--- config.mk ---
export PLATFORM = sky130hd
export DESIGN_NAME = exe_cond_stage
export DESIGN_NICKNAME = d
export VERILOG_FILES = /design/src/rtl/exe_cond_stage.sv
export SDC_FILE = /design/constraint.sdc
export NUM_CORES = 1
export LEC_CHECK = 0
export BUFFER_PORTS_ARGS = -buffer_cell sky130_fd_sc_hd__clkbuf_2
export CORE_MARGIN = 4
export CORE_UTILIZATION = 53
export CTS_CLUSTER_SIZE = 30
export DETAILED_ROUTE_END_ITERATION = 16
export GPL_TIMING_DRIVEN = 0
export PLACE_DENSITY = 0.84
export SYNTH_ARGS = -nofsm -noshare
export SYNTH_HDL_FRONTEND = slang
export SYNTH_SLANG_ARGS = --single-unit
--- constraint.sdc ---
create_clock -name clk -period 6.8 [get_ports clk]
set_clock_uncertainty 0.05 [all_clocks]
set_input_delay 0.68 -clock clk [delete_from_list [all_inputs] [get_ports clk]]
set_output_delay 0.68 -clock clk [all_outputs]
set_load 0.05 [all_outputs]
--- src/rtl/exe_cond_stage.sv ---
// exe_cond_stage
// ARM-style conditional-execution gate in front of the EXE stage register.
// An instruction presented on the decode side is either registered into EXE
// (condition passes) or turned into a bubble (condition fails / no
// instruction). Condition flags are taken from the architectural status
// register, or bypassed straight from alu_flags when the instruction
// currently in EXE is a flag-setter, so back-to-back CMP/Bcc pairs resolve
// without a stall.
//
// Ports
//   clk, rst            : rising-edge clock, synchronous active-high reset
//   freeze              : hold stage register, status register and counter
//   flush               : load a bubble (wins over freeze)
//   in_valid, cond      : decoded instruction present, its condition field
//   *_in                : decoded controls / ALU command / destination
//   alu_flags           : {Z,C,N,V} produced by the EXE occupant this cycle
//   valid_out, *_out    : registered EXE-stage controls
//   status_out          : architectural {Z,C,N,V}
//   squash_cnt          : saturating count of condition-failed instructions
module exe_cond_stage (
  input  logic        clk,
  input  logic        rst,
  input  logic        freeze,
  input  logic        flush,
  input  logic        in_valid,
  input  logic [3:0]  cond,
  input  logic        wb_en_in,
  input  logic        mem_r_en_in,
  input  logic        mem_w_en_in,
  input  logic        s_in,
  input  logic        b_in,
  input  logic [3:0]  exe_cmd_in,
  input  logic [3:0]  dest_in,
  input  logic [3:0]  alu_flags,
  output logic        valid_out,
  output logic        wb_en_out,
  output logic        mem_r_en_out,
  output logic        mem_w_en_out,
  output logic        s_out,
  output logic        b_out,
  output logic [3:0]  exe_cmd_out,
  output logic [3:0]  dest_out,
  output logic [3:0]  status_out,
  output logic [15:0] squash_cnt
);

  typedef struct packed {
    logic       valid;
    logic       wbEn;
    logic       memREn;
    logic       memWEn;
    logic       s;
    logic       b;
    logic [3:0] exeCmd;
    logic [3:0] dest;
  } stage_t;

  localparam stage_t Bubble = '0;

  stage_t      stageReg, stageNext;
  logic [3:0]  statusReg, statusNext;
  logic [15:0] squashReg, squashNext;

  logic [3:0]  flagsEff;
  logic        flagZ, flagC, flagN, flagV;
  logic        condBase;
  logic        condPass;
  logic        flagSetter;

  // The EXE occupant's flags are not architectural yet; bypass them.
  assign flagSetter = stageReg.valid & stageReg.s;
  assign flagsEff   = flagSetter ? alu_flags : statusReg;
  assign flagZ      = flagsEff[3];
  assign flagC      = flagsEff[2];
  assign flagN      = flagsEff[1];
  assign flagV      = flagsEff[0];

  // Conditions come in complementary pairs: cond[3:1] selects the base
  // test and cond[0] inverts it. The 1111 slot is "never", not "not always".
  always_comb begin
    condBase = 1'b0;
    unique case (cond[3:1])
      3'd0: condBase = flagZ;
      3'd1: condBase = flagC;
      3'd2: condBase = flagN;
      3'd3: condBase = flagV;
      3'd4: condBase = flagC & ~flagZ;
      3'd5: condBase = (flagN == flagV);
      3'd6: condBase = ~flagZ & (flagN == flagV);
      3'd7: condBase = 1'b1;
      default: condBase = 1'b0;
    endcase
    condPass = (cond == 4'b1111) ? 1'b0 : (condBase ^ cond[0]);
  end

  always_comb begin
    stageNext  = stageReg;
    squashNext = squashReg;
    statusNext = statusReg;

    // Status commits whenever a flag-setter leaves EXE unstalled, even if
    // the younger instruction behind it is being flushed.
    if (flagSetter && !freeze) begin
      statusNext = alu_flags;
    end

    if (flush) begin
      stageNext = Bubble;
    end else if (!freeze) begin
      if (in_valid && condPass) begin
        stageNext.valid  = 1'b1;
        stageNext.wbEn   = wb_en_in;
        stageNext.memREn = mem_r_en_in;
        stageNext.memWEn = mem_w_en_in;
        stageNext.s      = s_in;
        stageNext.b      = b_in;
        stageNext.exeCmd = exe_cmd_in;
        stageNext.dest   = dest_in;
      end else begin
        stageNext = Bubble;
        if (in_valid && (squashReg != 16'hFFFF)) begin
          squashNext = squashReg + 16'd1;
        end
      end
    end
  end

  always_ff @(posedge clk) begin
    if (rst) begin
      stageReg  <= Bubble;
      statusReg <= 4'b0000;
      squashReg <= 16'd0;
    end else begin
      stageReg  <= stageNext;
      statusReg <= statusNext;
      squashReg <= squashNext;
    end
  end

  assign valid_out    = stageReg.valid;
  assign wb_en_out    = stageReg.wbEn;
  assign mem_r_en_out = stageReg.memREn;
  assign mem_w_en_out = stageReg.memWEn;
  assign s_out        = stageReg.s;
  assign b_out        = stageReg.b;
  assign exe_cmd_out  = stageReg.exeCmd;
  assign dest_out     = stageReg.dest;
  assign status_out   = statusReg;
  assign squash_cnt   = squashReg;

endmodule
# ---- After elaboration in Yosys (flattened, before gate mapping)
# Index checks and enable logic that the tools add are counted.
dict set report word_totals {
  regBits 34
  latchBits 0
  mem_bits_rw 0
  romBits 0
  inputBits 26
  out_inout_bits 34
  elab_cells 40
  memories 0
}
dict set report op_classes {
  addsub 1
  mul 0
  n_div 0
  n_lt_le_gt_ge 0
  eq_ne 10
  shifts 0
  n_mux 4
  bitwise_logic 8
  n_reduce_logical 7
}
# cell n
set op_table {}
lappend op_table {{adder 16 x 1 -> 16 bit (second input constant)} 1}
lappend op_table {{inequality test 16 bit (second input constant)} 1}
lappend op_table {{two-way mux 14 bit} 1}
lappend op_table {{== test 3 bit (second input constant)} 4}
lappend op_table {{case mux 1 bit (8 select lines)} 1}
lappend op_table {{== test 3 x 2 -> 1 bit (second input constant)} 2}
lappend op_table {{== test 4 bit (second input constant)} 1}
lappend op_table {{two-way mux 4 bit} 1}
lappend op_table {{NOT 1 bit} 4}
lappend op_table {{AND reduction 4 bit} 1}
lappend op_table {{bitwise AND 1 bit} 3}
lappend op_table {{== test 3 x 1 -> 1 bit (second input constant)} 1}
lappend op_table {{logical AND 1 bit} 3}
lappend op_table {{zero test 3 bit} 1}
lappend op_table {{OR reduction 2 bit} 1}
lappend op_table {{== test 1 bit} 1}
lappend op_table {{zero test 1 bit} 1}
lappend op_table {{two-way mux 1 bit} 1}
lappend op_table {{bitwise XOR 1 bit} 1}

# ---- Longest topological paths before layout
# Gate-level depths: netlist (run 1).
dict set report depth {
  ltp_word 10
  depth_mapped 9
  ltp_nobuf 6
}

# ---- Worst setup path after synthesis (run 1)
# No wires, ideal clock.
dict set report synth_timing {
  kind {register -> register}
  start {register stageReg (netlist bit valid_out)}
  end {register squashReg[14], in the netlist squash_cnt[14]}
  setup_ns 0.121
  arrival_ns 2.583
  t_required_ns 6.629
  path_slack_ns 4.046
  path_stages_with_launch 9
  n_path_buf 2
  cell_sequence {dfxtp_1 buf_6 nand2_2 a211o_1 a311o_1 a31o_2 buf_6 nor4_1 mux2_2}
}
dict set report synth_via {
  elab_chain_len 10
  elab_cells_between_ends 12
  classes_between {eq/ne (1); mux (3); bitwise (6); reduce/logical (2)}
}
# element line
set synth_lines {}
lappend synth_lines {{start: declaration} 60} ;# stage_t stageReg, stageNext;
lappend synth_lines {{start signal: assignment} 130} ;# stageReg <= Bubble;
lappend synth_lines {{start signal: assignment} 134} ;# stageReg <= stageNext;
lappend synth_lines {{bitwise AND 1 bit *} 71} ;# assign flagSetter = stageReg.valid & stageReg.s;
lappend synth_lines {{two-way mux 4 bit *} 72} ;# assign flagsEff = flagSetter ? alu_flags : statusReg;
lappend synth_lines {{== test 1 bit or NOT 1 bit (tied branches)} {88, 89, 87}}
lappend synth_lines {{bitwise AND 1 bit (on tied branches)} {89, 87}}
lappend synth_lines {{case mux 1 bit (8 select lines) *} 82} ;# unique case (cond[3:1])
lappend synth_lines {{bitwise XOR 1 bit *} 93} ;# condPass = (cond == 4'b1111) ? 1'b0 : (condBase ^ cond[0]);
lappend synth_lines {{two-way mux 1 bit *} 93}
lappend synth_lines {{logical AND 1 bit *} 110} ;# if (in_valid && condPass) begin
lappend synth_lines {{NOT 1 bit (no line) *} -}
lappend synth_lines {{AND reduction 4 bit (no line) *} -}
lappend synth_lines {{end signal: assignment} 136} ;# squashReg <= squashNext;
lappend synth_lines {{end: declaration} 62} ;# logic [15:0] squashReg, squashNext;
# Every way passes the cells marked *; elsewhere a longest branch is shown, timed or not.
# A chain may end at the register's enable or synchronous reset.

# ---- Worst setup path after layout (run 1)
# Ends and elaborated chain as after synthesis.

==> flow_summary.toml, run 1 <==
[detailed_routing]
ant_nets = 0
wl_met3_um = 358
avgViaCountPerCell = 5.97
drt-initial-drc-count = 203
first_pass_iters = 4
dr_wl_met2_um = 2070
met1Wirelength_um = 1910
top_layer = "met4"
wl_um = 4430
wl_per_cell_um = 15.0
drc = 0
vias = 1761

[power_and_ir_drop]
switchingPower_w = 0.000107
p_int_w = 0.000292
cellLeakagePower_nw = 0.821
max-vdd-ir-drop_v = 0.000135
powerDensity_nw_per_um2 = 186
seqPwrFrac_pct = 50.5
p_sw_share_pct = 26.8
pwr-share-comb_pct = 10.4
power_frac_clock_pct = 39.1

[timing]
timing.max_slew.rel_slack_pct = 54.8
fin_crit_ns = 2.80
setup_tns_ns = 0
final_max_slew_viol_count = 0
setup_viol = 0
timing.fmax_mhz = 357
finalCritPeriodShare_pct = 41.2
rsz0062_at_grt = "false"
worstMarginPinSlew_ns = 0.661
hold_viol = 0

[critical_path]
cp_common_cell = "buf_6"
cp_cell_sequence = "buf_6 > nand2_2 > a2111oi_0 > o21bai_2 > a31oi_2 > buf_6 > nor4_1 > mux2_2"
cp-end-kind = "register"
r2r-start = "valid_out"
startpoint = "valid_out"
critical_path_class = "reg2reg"
cp.required_ns = 6.99
cpPeakStageDelay_ns = 0.65
cp.arrival_ns = 3.00
cp-start-kind = "register"
critPathMaxFanout = 10
slowest_stage = "a2111oi_0"

[clock_tree]
clk_pin_slew_worst_paths_ns = 0.11
clk_path_buf_depth = 2
postCtsSetupBuffers = 0
cts_buffers = 5
cts_tree = "yes"
clk_latency_ns = 0.35
cts.sinks = 34
ctsHtreeMaxLevel = 2
cts.root.buffer_cell = "clkbuf_4"
post_cts_hold_buffer_count = 0
ctsResizeCount = 0

[cells_and_area]
diodes = 0
nFillCells = 262
drive_above_1_share_pct = 33.9
area_delta_synth_final_pct = 24.6
finalNetCount = 277
multi_input_area_um2 = 950
final_cells = 295
regArea_um2 = 681
fin_area_um2 = 2140

[grt]
grt_pass1_wl_um = 7270
grt-ovfl-total = 0
grt_usage_pct = 21.8
grt_pass1_vias = 1584
grt_max_degree = 13
antenna_found_initial = 0

[synth]
ys_ff_latch = 34
synthTopCellsByArea = "dfxtp_1 40%, a32o_1 7.6%, o31ai_1 4.4%, or4_1 4.4%, a21oi_1 4.1%"
synth_cell_types = 44
synth_top_area_share_pct = 39.6
seq_area_frac_synth_pct = 39.6
yosys.area.top_type = "dfxtp_1"
syn_nets = 213
synthTopCellsByCount = "34 x dfxtp_1, 14 x a21oi_1, 13 x a32o_1, 12 x nand2_1"
syn_avg_cell_area_um2 = 9.24
synthArstFlopShare_pct = 0
synth_warnings = 0
netlist_area_um2 = 1720
synth_ff_type = "dfxtp_1"
synth_edf_count = 0
synthCells = 186
synth.most_common_cell = "dfxtp_1"

[die]
core_area_um2 = 3080
die_x_um = 65.0
initial_core_util_pct = 55.9
die_h_um = 65.0
die_area_um2 = 4220
fp-row-count = 20
io_pins = 60

[run]
drv_cap = 0

[placed_design]
dp_cells = 287
place_congestion = 0.925
placed_cell_area_um2 = 2060
hpwl_um = 3210
io_buffers = 57

[min_path]
hp-class = "reg2reg"
holdCritStartpoint = "dest_out[0]"

[run_status]
status = "completed"
critical path, delay by kind of cell (launching register included):
family | cells | cell delay (ns)
simple gates | 2 | 0.45
compound gates | 3 | 1.10
flops | 1 | 0.37
buf+inv | 2 | 0.35
mux | 1 | 0.37
worst paths after layout:
kind | endpoint | slack (ns) | cells past startpoint
worst max register to register | squash_cnt[14] | 4.00 | 8
worst max-delay path | squash_cnt[14] | 4.00 | 8
worst min-delay path | dest_out[0] | 0.43 | 1
worst min register to register | dest_out[0] | 0.43 | 1
layout by cell type, fill, tap and decap left out, types with 3 or more instances in the layout:
master and count:
clkbuf_2 57, mux2_2 6, clkbuf_1 6, nand2_1 12, dfxtp_1 34, nor3_1 5, buf_6 4, a21oi_1 14
a311o_1 3, or4_1 10, clkbuf_4 5, nand3_1 9, o31ai_1 10, o21ai_0 4, nand4_1 8, nand2b_1 3
nor2b_1 4, a32o_1 13, nor2_1 9
sequential cells by signal (all words and copies together) (netlist names):
register	flops
valid_out	1
dest_out	4
b_out	1
mem_r_en_out	1
squash_cnt	16
mem_w_en_out	1
s_out	1
status_out	4
wb_en_out	1
exe_cmd_out	4
routing by layer:
layer / track usage [%] / up-vias
met4: 9.50 / 0
met1: 28.0 / 807
li1: - / 868
met5: 0 / -
met3: 7.45 / 10
met2: 33.0 / 76
metrics by stage:
step                hold slack (ns)  worst slack (ns)  total power (W)  utilization [%]
floorplan                     0.665              4.05         0.000231                -
global placement              0.399              3.82         0.000247             66.9
detailed placement            0.408              3.85         0.000247             66.9
CTS                           0.435              4.08         0.000399             69.6
global route                  0.458              3.81         0.000412             69.6
finish                        0.429              4.00         0.000399             69.6
cell type report:
| class | instances | share of cell area [%] |
|---|---|---|
| timing repair buffer | 57 | 13.3 |
| inverter | 2 | 0.350 |
| tap | 44 | 2.57 |
| sequential | 34 | 31.8 |
| clock inverter | 3 | 2.10 |
| multi-input combinational | 137 | 44.3 |
| clock buffer | 5 | 1.75 |
| buffer | 13 | 3.80 |
power groups by stage:
stage	sequential, W	combinational [W]	clock (W)
detailed placement	0.000206	0.0000411	0
CTS	0.000202	0.0000414	0.000156
global placement	0.000206	0.0000406	0
finish	0.000202	0.0000415	0.000156
global route	0.000202	0.0000452	0.000165
floorplan	0.000211	0.0000200	0
logic make-up after synthesis:
kind of cell,count (synthesis),synth area share [%]
XOR/XNOR,2,1.02
AND/OR/NAND/NOR,68,22.3
buffers and inverters,15,5.17
adder cells (fa/ha/maj),1,0.728
AO/OA/AOI/OAI,59,26.7
flip-flops,34,39.6
multiplexers,7,4.51
Note: power is estimated with default switching activity, not from simulation.
==> inputs of run 2 (changes only) <==
--- a/config.mk
+++ b/config.mk
@@ -7,11 +7,11 @@
 export LEC_CHECK = 0
 export BUFFER_PORTS_ARGS = -buffer_cell sky130_fd_sc_hd__clkbuf_2
 export CORE_MARGIN = 4
-export CORE_UTILIZATION = 53
+export CORE_UTILIZATION = 49
 export CTS_CLUSTER_SIZE = 30
 export DETAILED_ROUTE_END_ITERATION = 16
 export GPL_TIMING_DRIVEN = 0
-export PLACE_DENSITY = 0.84
+export PLACE_DENSITY = 0.79
 export SYNTH_ARGS = -nofsm -noshare
 export SYNTH_HDL_FRONTEND = slang
 export SYNTH_SLANG_ARGS = --single-unit
==> constraint.sdc (replaced) <==
create_clock -name clk -period 2.8 [get_ports clk]
set_clock_uncertainty 0.05 [all_clocks]
set_input_delay 0.28 -clock clk [delete_from_list [all_inputs] [get_ports clk]]
set_output_delay 0.28 -clock clk [all_outputs]
set_load 0.05 [all_outputs]
==> flow_summary.toml, run 2 (synthesis results as in run 1) <==
[run_status]
status = "completed"

[timing]
final_max_slew_viol_count = 0
worstMarginPinSlew_ns = 0.558
fin_hold_ws_ns = 0.110
hold_viol = 0
setup_viol = 0
fin_crit_ns = 2.59
timing.fmax_mhz = 386
finalCritPeriodShare_pct = 92.5
rsz0062_at_grt = "false"
timing.max_slew.rel_slack_pct = 62.7
setup_tns_ns = 0

[clock_tree]
clk_path_buf_depth = 2
clk_pin_slew_worst_paths_ns = 0.12
cts_tree = "yes"
ctsResizeCount = 0
cts.sinks = 34
cts.root.buffer_cell = "clkbuf_4"
postCtsSetupBuffers = 0
post_cts_hold_buffer_count = 0
cts_buffers = 5
clk_latency_ns = 0.35
ctsHtreeMaxLevel = 2

[detailed_routing]
wl_per_cell_um = 14.8
wl_um = 4390
drc = 0
vias = 1751
avgViaCountPerCell = 5.90
drt-initial-drc-count = 119
ant_nets = 0
first_pass_iters = 4

[die]
die_h_um = 67.2
io_pins = 60
die_area_um2 = 4520
die_x_um = 67.2
fp-row-count = 21
initial_core_util_pct = 51.1
core_area_um2 = 3360

[cells_and_area]
diodes = 0
largest_register_ffs = 16
drive_above_1_share_pct = 33.9
finalNetCount = 277
area_delta_synth_final_pct = 24.8
layout_commonest_cell = "clkbuf_2"
final_cell_mix = "57 x clkbuf_2, 34 x dfxtp_1, 14 x a21oi_1"

[critical_path]
r2r-start = "s_out"
critical_path_class = "reg2reg"
critPathMaxFanout = 10
cp.required_ns = 2.98
cp-start-kind = "register"
cp-end-kind = "register"
reg2reg_depth = 8
cp.arrival_ns = 2.78
rr_endpoint = "squash_cnt[14]"
r2r_setup_slack_ns = 0.21

[min_path]
hold_end = "status_out[2]"
holdCritStartpoint = "alu_flags[2]"
whs_path_depth = 3
hp-class = "in2reg"

[placed_design]
hpwl_um = 3230
place_congestion = 0.862
io_buffers = 57

[grt]
grt_pass1_wl_um = 7110
antenna_found_initial = 0
grt_max_degree = 13
grt_pass1_vias = 1594
grt-ovfl-total = 0
grt_usage_pct = 20.4

[run]
drv_cap = 0

[power_and_ir_drop]
cellLeakagePower_nw = 0.821
max-vdd-ir-drop_v = 0.000291
powerDensity_nw_per_um2 = 448
## run 2: changes by cell type in the layout (fill, tap and decap cells not counted)
cell and delta:
a2111oi_0 -1, a2111oi_1 +1
## run 2: worst max-delay path by stage
stage	startpoint	end	slack [ns]	depth (start not counted)
2_1_floorplan	valid_out	squash_cnt[14]	0.05	8
3_3_place_gp	valid_out	squash_cnt[14]	0.13	8
3_5_place_dp	valid_out	squash_cnt[14]	0.18	8
4_1_cts	valid_out	squash_cnt[14]	0.16	8
5_1_grt	valid_out	squash_cnt[14]	0.07	8
6_report	s_out	squash_cnt[14]	0.21	8
## run 2: critical path, stage by stage (launching register included)
cell and delay, ns:
dfxtp_1 0.36, buf_6 0.14, nand2_2 0.13, a2111oi_1 0.53, o21bai_2 0.22, a31oi_2 0.19
buf_6 0.20, nor4_1 0.30, mux2_2 0.37
## run 2: where the power goes
part	internal [W]	switching, W	leakage, nW
combinational	0.0000351	0.0000652	0.510
sequential	0.000487	0.00000253	0.274
clock	0.000187	0.000184	0.0374
## run 2: stage by stage
stage | power, W | utilization [%] | worst slack (ns) | area [µm²] | cells
3_5_place_dp | 0.000600 | 61.3 | 0.177 | 2060 | 289
2_1_floorplan | 0.000562 | - | 0.0459 | 1720 | 186
4_1_cts | 0.000974 | 63.8 | 0.162 | 2140 | 297
5_1_grt | 0.00100 | 63.8 | 0.0684 | 2150 | 297
6_report | 0.000962 | 63.8 | 0.209 | 2150 | 297
3_3_place_gp | 0.000599 | 61.3 | 0.135 | 2060 | 289
## run 2: final cells by class
cell class / count / area (µm²)
Fill cell: 330 / 1220
Clock buffer: 5 / 37.5
Tap cell: 46 / 57.6
Multi-Input combinational cell: 137 / 951
Clock inverter: 3 / 45.0
Inverter: 2 / 7.51
Buffer: 13 / 81.3
Timing Repair Buffer: 57 / 285
Sequential cell: 34 / 681
## run 2: per-layer routing
metal | wire, µm | track usage [%] | vias up | share of wire (%)
met1 | 1970 | 24.6 | 820 | 45
met2 | 2110 | 33.6 | 56 | 48
met3 | 267 | 6.99 | 6 | 6.1
met5 | 0 | 0 | - | 0
li1 | - | - | 869 | -
met4 | 40 | 6.84 | 0 | 0.91
==> inputs of run 3 (changes only) <==
==> constraint.sdc (replaced) <==
create_clock -name clk -period 2.6 [get_ports clk]
set_clock_uncertainty 0.05 [all_clocks]
set_input_delay 0.26 -clock clk [delete_from_list [all_inputs] [get_ports clk]]
set_output_delay 0.26 -clock clk [all_outputs]
set_load 0.05 [all_outputs]
==> flow_summary.toml, run 3 (synthesis results as in run 1) <==
[critical_path]
cp_top_family = "compound AO/OA/AOI/OAI gates"
slowest_stage = "mux2_2"
cpPeakStageDelay_ns = 0.36
critical_path_class = "reg2reg"
critPathMaxFanout = 10
crit_buf_inv = 2
cp.arrival_ns = 2.68
r2r-start = "valid_out"
cp-end-kind = "register"
r2r_setup_slack_ns = 0.10
cp_common_cell = "buf_6"
cp.required_ns = 2.78
cp_cell_sequence = "buf_6 > nand2_2 > a211o_1 > a311o_1 > a31o_4 > buf_6 > nor4_2 > mux2_2"
endpoint = "squash_cnt[14]"
startpoint = "valid_out"
reg2reg_depth = 8
cp-start-kind = "register"
path_depth = 8
rr_endpoint = "squash_cnt[14]"

[power_and_ir_drop]
p_sw_share_pct = 23.9
switchingPower_w = 0.000272
pwr-share-comb_pct = 10.1
seqPwrFrac_pct = 46.4
cellLeakagePower_nw = 0.853
powerDensity_nw_per_um2 = 508
finalPower_w = 0.00114
power_frac_clock_pct = 43.5
p_int_w = 0.000866
max-vdd-ir-drop_v = 0.000321

[clock_tree]
cts_tree = "yes"
ctsHtreeMaxLevel = 2
post_cts_hold_buffer_count = 0
clk_pin_slew_worst_paths_ns = 0.12
cts_buffers = 5
clk_path_buf_depth = 2
clk_latency_ns = 0.34
cts.sinks = 34
cts.root.buffer_cell = "clkbuf_4"

[timing]
fin_crit_ns = 2.50
setup_viol = 0
timing.fmax_mhz = 400
worstMarginPinSlew_ns = 0.568
final_max_slew_viol_count = 0
finalCritPeriodShare_pct = 96.1
setup_slack_ns = 0.101
hold_viol = 0
timing.max_slew.rel_slack_pct = 62.0

[cells_and_area]
diodes = 0
largest_register_ffs = 16
final_cell_mix = "57 x clkbuf_2, 32 x dfxtp_1, 14 x a21oi_1"
multi_input_area_um2 = 1010
layout_commonest_cell = "clkbuf_2"
finalNetCount = 278
nFillCells = 317
drive_above_1_share_pct = 38.5
area_delta_synth_final_pct = 30.3
regArea_um2 = 683

[grt]
antenna_found_initial = 0
grt-ovfl-total = 0
grt_pass1_vias = 1631
grt_pass1_wl_um = 7260
grt_usage_pct = 20.5
grt_max_degree = 13

[detailed_routing]
wl_um = 4510
wl_per_cell_um = 15.1
drc = 0
first_pass_iters = 4
ant_nets = 0
drt-initial-drc-count = 203
avgViaCountPerCell = 5.90
vias = 1759

[placed_design]
pre_cts_slack_ns = -0.0402
place_congestion = 0.894
hpwl_um = 3280
io_buffers = 57

[die]
initial_core_util_pct = 51.1
die_h_um = 67.2
io_pins = 60
core_area_um2 = 3360
fp-row-count = 21
die_area_um2 = 4520
die_x_um = 67.2

[run]
drv_cap = 0

[min_path]
hp-class = "in2reg"

[run_status]
status = "completed"
run 3: cell count changes in the layout (fill, tap and decap cells not counted), moves of 2 or more:
cell | previous run | this run
nor4_1 | 2 | 0
dfxtp_2 | 0 | 2
clkinvlp_4 | 2 | 0
dfxtp_1 | 34 | 32
o31ai_2 | 0 | 5
o31ai_1 | 10 | 5
nor4_2 | 0 | 2
run 3: power groups by stage:
stage / Clock (W) / Combinational, W / Sequential, W
finish: 0.000495 / 0.000115 / 0.000528
CTS: 0.000508 / 0.000108 / 0.000528
floorplan: 0 / 0.0000523 / 0.000553
detailed placement: 0 / 0.000107 / 0.000540
global placement: 0 / 0.000107 / 0.000539
global route: 0.000531 / 0.000125 / 0.000528
run 3: repair_timing:
item	CTS	global route
setup endpoints to repair	4	24
pin swaps	0	3
setup buffers	0	1
gates resized for setup	1	13
run 3: worst min path at each step:
stage | to | cells after the start | slack (ns) | start
2_1_floorplan | status_out[0] | 2 | 0.35 | alu_flags[0]
3_3_place_gp | mem_w_en_out | 1 | 0.40 | mem_w_en_out
3_5_place_dp | dest_out[3] | 1 | 0.40 | dest_out[3]
4_1_cts | status_out[2] | 3 | 0.08 | alu_flags[2]
5_1_grt | exe_cmd_out[0] | 2 | 0.08 | exe_cmd_in[0]
6_report | status_out[2] | 3 | 0.09 | alu_flags[2]
run 3: layer usage:
metal | track usage, % | wire length (µm) | vias up
met5 | 0 | 0 | -
met4 | 6.84 | 31 | 0
met3 | 5.32 | 291 | 4
met2 | 32.8 | 2220 | 49
met1 | 26.8 | 1960 | 835
li1 | - | - | 871
run 3: metrics by stage:
step                utilization, %  cell area, µm²  TNS [ns]  hold WS (ns)  instances
floorplan                        -            1720         0         0.346        186
global placement              61.4            2060    -0.217         0.396        289
finish                        66.6            2240         0        0.0896        298
CTS                           64.6            2170         0        0.0841        297
detailed placement            61.4            2060   -0.0601         0.403        289
global route                  66.6            2240    -0.149        0.0837        298
run 3: worst min-delay path, stage by stage:
cell      delay (ns)
clkbuf_2        0.09
nand2_1         0.05
a21oi_1         0.05
run 3: final cells by class:
type / instances / share of cell area (%)
Tap cell: 46 / 2.57
Inverter: 2 / 0.335
Timing Repair Buffer: 58 / 13.1
Sequential cell: 34 / 30.5
Multi-Input combinational cell: 137 / 45.1
Clock buffer: 5 / 1.68
Buffer: 13 / 3.69
Clock inverter: 3 / 3.07
